===== config.mk =====
export PLATFORM = sky130hd
export DESIGN_NAME = compare_sched
export DESIGN_NICKNAME = d
export VERILOG_FILES = /design/src/rtl/compare_sched.sv
export SDC_FILE = /design/constraint.sdc
export NUM_CORES = 1
export LEC_CHECK = 0
export CORE_MARGIN = 8
export CORE_UTILIZATION = 47
export CTS_BUF_LIST = sky130_fd_sc_hd__clkbuf_2 sky130_fd_sc_hd__clkbuf_4 sky130_fd_sc_hd__clkbuf_8
export CTS_CLUSTER_SIZE = 25
export DETAILED_ROUTE_END_ITERATION = 8
export DONT_BUFFER_PORTS = 1
export GPL_ROUTABILITY_DRIVEN = 0
export GPL_TIMING_DRIVEN = 0
export HOLD_SLACK_MARGIN = 0.15
export PLACE_DENSITY_LB_ADDON = 0.08
export SYNTH_ARGS = -nofsm -noshare
export SYNTH_HDL_FRONTEND = slang
export SYNTH_SLANG_ARGS = --single-unit

===== constraint.sdc =====
create_clock -name clk -period 3.78 [get_ports clk]
set_input_delay 0.567 -clock clk [delete_from_list [all_inputs] [get_ports clk]]
set_output_delay 0.567 -clock clk [all_outputs]
set_load 0.01 [all_outputs]

===== src/rtl/compare_sched.sv =====
// compare_sched: two-requester round-robin front end for a shared compare unit.
// One compare is in flight at a time. The opcode and operands are latched on
// acceptance, and the shared unit is driven only from those latches. The unit's
// result is captured one cycle later and held until the consumer takes it.

module compare_sched #(
  parameter logic RR_INIT = 1'b0
) (
  input  logic       clk,
  input  logic       rst,
  input  logic       req0_valid,
  input  logic       req1_valid,
  output logic       req0_ready,
  output logic       req1_ready,
  input  logic [4:0] req0_opcode,
  input  logic [4:0] req1_opcode,
  input  logic [2:0] req0_a,
  input  logic [2:0] req0_b,
  input  logic [2:0] req1_a,
  input  logic [2:0] req1_b,
  output logic [4:0] cmp_opcode,
  output logic [2:0] cmp_r1,
  output logic [2:0] cmp_r2,
  input  logic [2:0] cmp_rd,
  output logic       rsp_valid,
  input  logic       rsp_ready,
  output logic       rsp_id,
  output logic [2:0] rsp_result,
  output logic       rsp_err,
  output logic       busy
);

  localparam logic [1:0] S_IDLE  = 2'd0;
  localparam logic [1:0] S_ISSUE = 2'd1;
  localparam logic [1:0] S_RESP  = 2'd2;

  localparam logic [4:0] OP_LT  = 5'b01011;
  localparam logic [4:0] OP_GT  = 5'b01100;
  localparam logic [4:0] OP_EQ  = 5'b01101;
  localparam logic [4:0] OP_GTE = 5'b01110;
  localparam logic [4:0] OP_LTE = 5'b01111;
  localparam logic [4:0] OP_NE  = 5'b10000;

  logic [1:0] r_state;
  logic       r_prio;
  logic       r_id;
  logic [4:0] r_cmp_opcode;
  logic [2:0] r_cmp_r1;
  logic [2:0] r_cmp_r2;
  logic [2:0] r_result;
  logic       r_err;

  logic       w_accept;
  logic       w_grant_id;
  logic [4:0] w_grant_op;
  logic [2:0] w_grant_a;
  logic [2:0] w_grant_b;
  logic       w_grant_legal;

  // True when the opcode is one of the six compare operations.
  function automatic logic is_cmp_op(input logic [4:0] op);
    logic ok;
    case (op)
      OP_LT, OP_GT, OP_EQ, OP_GTE, OP_LTE, OP_NE: ok = 1'b1;
      default:                                    ok = 1'b0;
    endcase
    return ok;
  endfunction

  // Arbitration: the priority holder wins a tie; a lone requester always wins.
  always_comb begin
    w_grant_id = 1'b0;
    if (req0_valid && req1_valid) begin
      w_grant_id = r_prio;
    end else if (req1_valid) begin
      w_grant_id = 1'b1;
    end else begin
      w_grant_id = 1'b0;
    end
  end

  // Acceptance happens only in IDLE and never while reset is asserted.
  assign w_accept      = (r_state == S_IDLE) && !rst && (req0_valid || req1_valid);
  assign req0_ready    = w_accept && !w_grant_id;
  assign req1_ready    = w_accept &&  w_grant_id;
  assign w_grant_op    = w_grant_id ? req1_opcode : req0_opcode;
  assign w_grant_a     = w_grant_id ? req1_a      : req0_a;
  assign w_grant_b     = w_grant_id ? req1_b      : req0_b;
  assign w_grant_legal = is_cmp_op(w_grant_op);

  // Main FSM. An illegal opcode skips ISSUE and leaves the compare-unit latches untouched.
  always_ff @(posedge clk) begin
    if (rst) begin
      r_state      <= S_IDLE;
      r_prio       <= RR_INIT;
      r_id         <= 1'b0;
      r_cmp_opcode <= 5'd0;
      r_cmp_r1     <= 3'd0;
      r_cmp_r2     <= 3'd0;
      r_result     <= 3'd0;
      r_err        <= 1'b0;
    end else begin
      case (r_state)
        S_IDLE: begin
          if (w_accept) begin
            r_id <= w_grant_id;
            if (w_grant_legal) begin
              r_cmp_opcode <= w_grant_op;
              r_cmp_r1     <= w_grant_a;
              r_cmp_r2     <= w_grant_b;
              r_err        <= 1'b0;
              r_state      <= S_ISSUE;
            end else begin
              r_result <= 3'd0;
              r_err    <= 1'b1;
              r_state  <= S_RESP;
            end
          end
        end
        S_ISSUE: begin
          r_result <= cmp_rd;
          r_state  <= S_RESP;
        end
        S_RESP: begin
          if (rsp_ready) begin
            r_prio  <= ~r_id;
            r_state <= S_IDLE;
          end
        end
        default: begin
          r_state <= S_IDLE;
        end
      endcase
    end
  end

  assign cmp_opcode = r_cmp_opcode;
  assign cmp_r1     = r_cmp_r1;
  assign cmp_r2     = r_cmp_r2;
  assign rsp_valid  = (r_state == S_RESP);
  assign rsp_id     = r_id;
  assign rsp_result = r_result;
  assign rsp_err    = r_err;
  assign busy       = (r_state != S_IDLE);

endmodule


==> results.txt <==
Outcome: finished clean
Average wire per standard cell: 17.5 um
Die Wd: 61.5 um
CTS buffer count: 3
Total wire length: 2230 um
Utilization after layout: 0.529
Synth Register Bits: 19
Max-cap viol count: 0
Seq. cell area: 380 um2
Hold Buf Count CTS: 0
Post-Syn Nets: 127
DRT iter0 DRCs: 15
Layout cells sized above 1: 0.149
Setup Fix Bufs, Post-CTS: 0
Grt total ovfl: 0
Area Overhead vs Synth: 6.55%
DRT Pass-1 Iters: 2
Port Buffers: 0
Slowest stage delay, CP: 410 ps
Design Power: 393 uW
Top Family by Delay on Critical Path: simple AND/OR/NAND/NOR gates
Post-Syn Area per Cell: 10.0 um2
Clk slew on worst S/H paths: 110 ps
Max Fclk: 501 MHz
# setup viols final: 0
Fin nets: 132
Unrepaired setup endpoints after global routing: false
Crit end category: output pin
H-tree depth: 1
Commonest non-fill, non-tap cells in the layout: 19 x mux2i_1, 19 x dfxtp_1, 11 x nand2b_1, 7 x inv_1
Max Transition Viols Final: 0
Clk_lat worst skew: 290 ps
Kind of critical path: flip-flop to output pin
Crit path buf inv count: 0
Core area: 0.00196 mm2
Root Buffer Master: clkbuf_4
Share of synthesized registers carrying an async set or reset: 0
Fillers: 219
Crit path launch type: flip-flop
Cells after synthesis: 97
CTS tree: done
R2R setup slack: 2030 ps
Tmin final: 2000 ps
Setup_tns: 0 ps
Largest net degree at the start of global routing: 11
Synthesized area: 975 um2
Max clock buf depth: 2
Crit share post-route: 0.528
Post-CTS sizing: 0
Ports: 50
Initial antenna violation count: 0
Seq/Total Area, Yosys: 0.390
Library cells used by synthesis: 27
Clock Sinks: 19
Initial core utilization: 0.497
Leakage: 0.516 nW
Tot GR Track Use: 0.123
Die Y-Extent: 61.5 um
Die footprint: 0.00379 mm2
Crit path DAT: 1430 ps
Area occupied by multi-input gates: 541 um2
DRC viols: 0
Number of enable flip-flop cells after synthesis: 0
Vias in the first global route: 744
Worst slew margin: 0.528
Req. time, crit path: 3210 ps
Tightest Hold Check Type: primary input to flip-flop
Worst path slowest cell: or3_4
Core Rows: 16
Ys flop type: dfxtp_1
Antenna cells: 0
First-pass GRT wire length: 3450 um
Final ANT Viol Nets: 0
PwrDens: 378 mW/mm2
Crit path cell chain: or3_4 > nor3b_2
Post-detail-place hpwl: 1800 um
Worst slew pin tran: 706 ps
Vias: 706
Worst vdd ir: 0.201 mV
Yosys warnings: 0
Routed vias/inst: 5.52
Worst Skew: 6.57 ps
Max Fanout on Critical Path: 4
Final hold violation count: 0
## synthesized netlist by cell type, types with 2 or more instances
cell type / number / area [um2]
or4b_1: 2 / 20.0
a21o_1: 2 / 15.0
nand3b_1: 3 / 22.5
o32ai_1: 4 / 35.0
nand2_1: 3 / 11.3
inv_1: 7 / 26.3
or2_2: 2 / 12.5
o32ai_2: 2 / 32.5
mux2i_1: 19 / 190
nand2b_1: 11 / 68.8
nor2_1: 3 / 11.3
nor2b_1: 3 / 18.8
a21oi_1: 3 / 15.0
clkbuf_1: 2 / 7.51
dfxtp_1: 19 / 380
## per-stage QoR
| stage | cells | hold WS [ps] | cell area, um2 | setup slack [ps] |
|---|---|---|---|---|
| after floorplan | 97 | 460 | 975 | 1960 |
| after global routing | 128 | 408 | 1040 | 1680 |
| after CTS | 128 | 415 | 1040 | 1750 |
| after global placement | 124 | 477 | 1010 | 1830 |
| after detailed placement | 124 | 487 | 1010 | 1810 |
| final | 128 | 421 | 1040 | 1780 |
## metal layers
| layer | GRT usage | routed length (um) |
|---|---|---|
| met1 | 0.132 | 879 |
| met2 | 0.199 | 1110 |
| met3 | 0.0626 | 234 |
| met4 | 0.0487 | 12 |
| met5 | 0 | 0 |
## sequential cells by signal, summed over array words and instances, names as in the netlist
name / cells
cmp_opcode: 5
cmp_r1: 3
cmp_r2: 3
r_prio: 1
r_state: 2
rsp_err: 1
rsp_id: 1
rsp_result: 3
## area by class of cell
cell class / count / area share
buffer: 4 / 0.0229
tap: 27 / 0.0325
clock buffer: 4 / 0.0289
multi-input combinational: 66 / 0.520
sequential: 19 / 0.366
inverter: 8 / 0.0289
## cell families after synthesis
| family | Yosys count | synth area share |
|---|---|---|
| mux | 20 | 0.207 |
| buf+inv | 12 | 0.0552 |
| simple gates | 29 | 0.194 |
| compound gates | 17 | 0.154 |
| flops | 19 | 0.390 |
## path summary, 6_finish.rpt
check / startpoint / to / depth (start not counted)
max: r_state[0] / req1_ready / 2
min: cmp_rd[2] / rsp_result[2] / 2
max reg2reg: r_state[0] / cmp_opcode[4] / 6
min reg2reg: r_prio / r_prio / 2
## power breakdown
part | leakage (nW) | switching, mW | internal (mW)
registers | 0.155 | 0.0132 | 0.212
clock network | 0.0184 | 0.0602 | 0.0481
logic | 0.343 | 0.0301 | 0.0289
total | 0.516 | 0.104 | 0.289
Power figures use the tool's default switching activity.
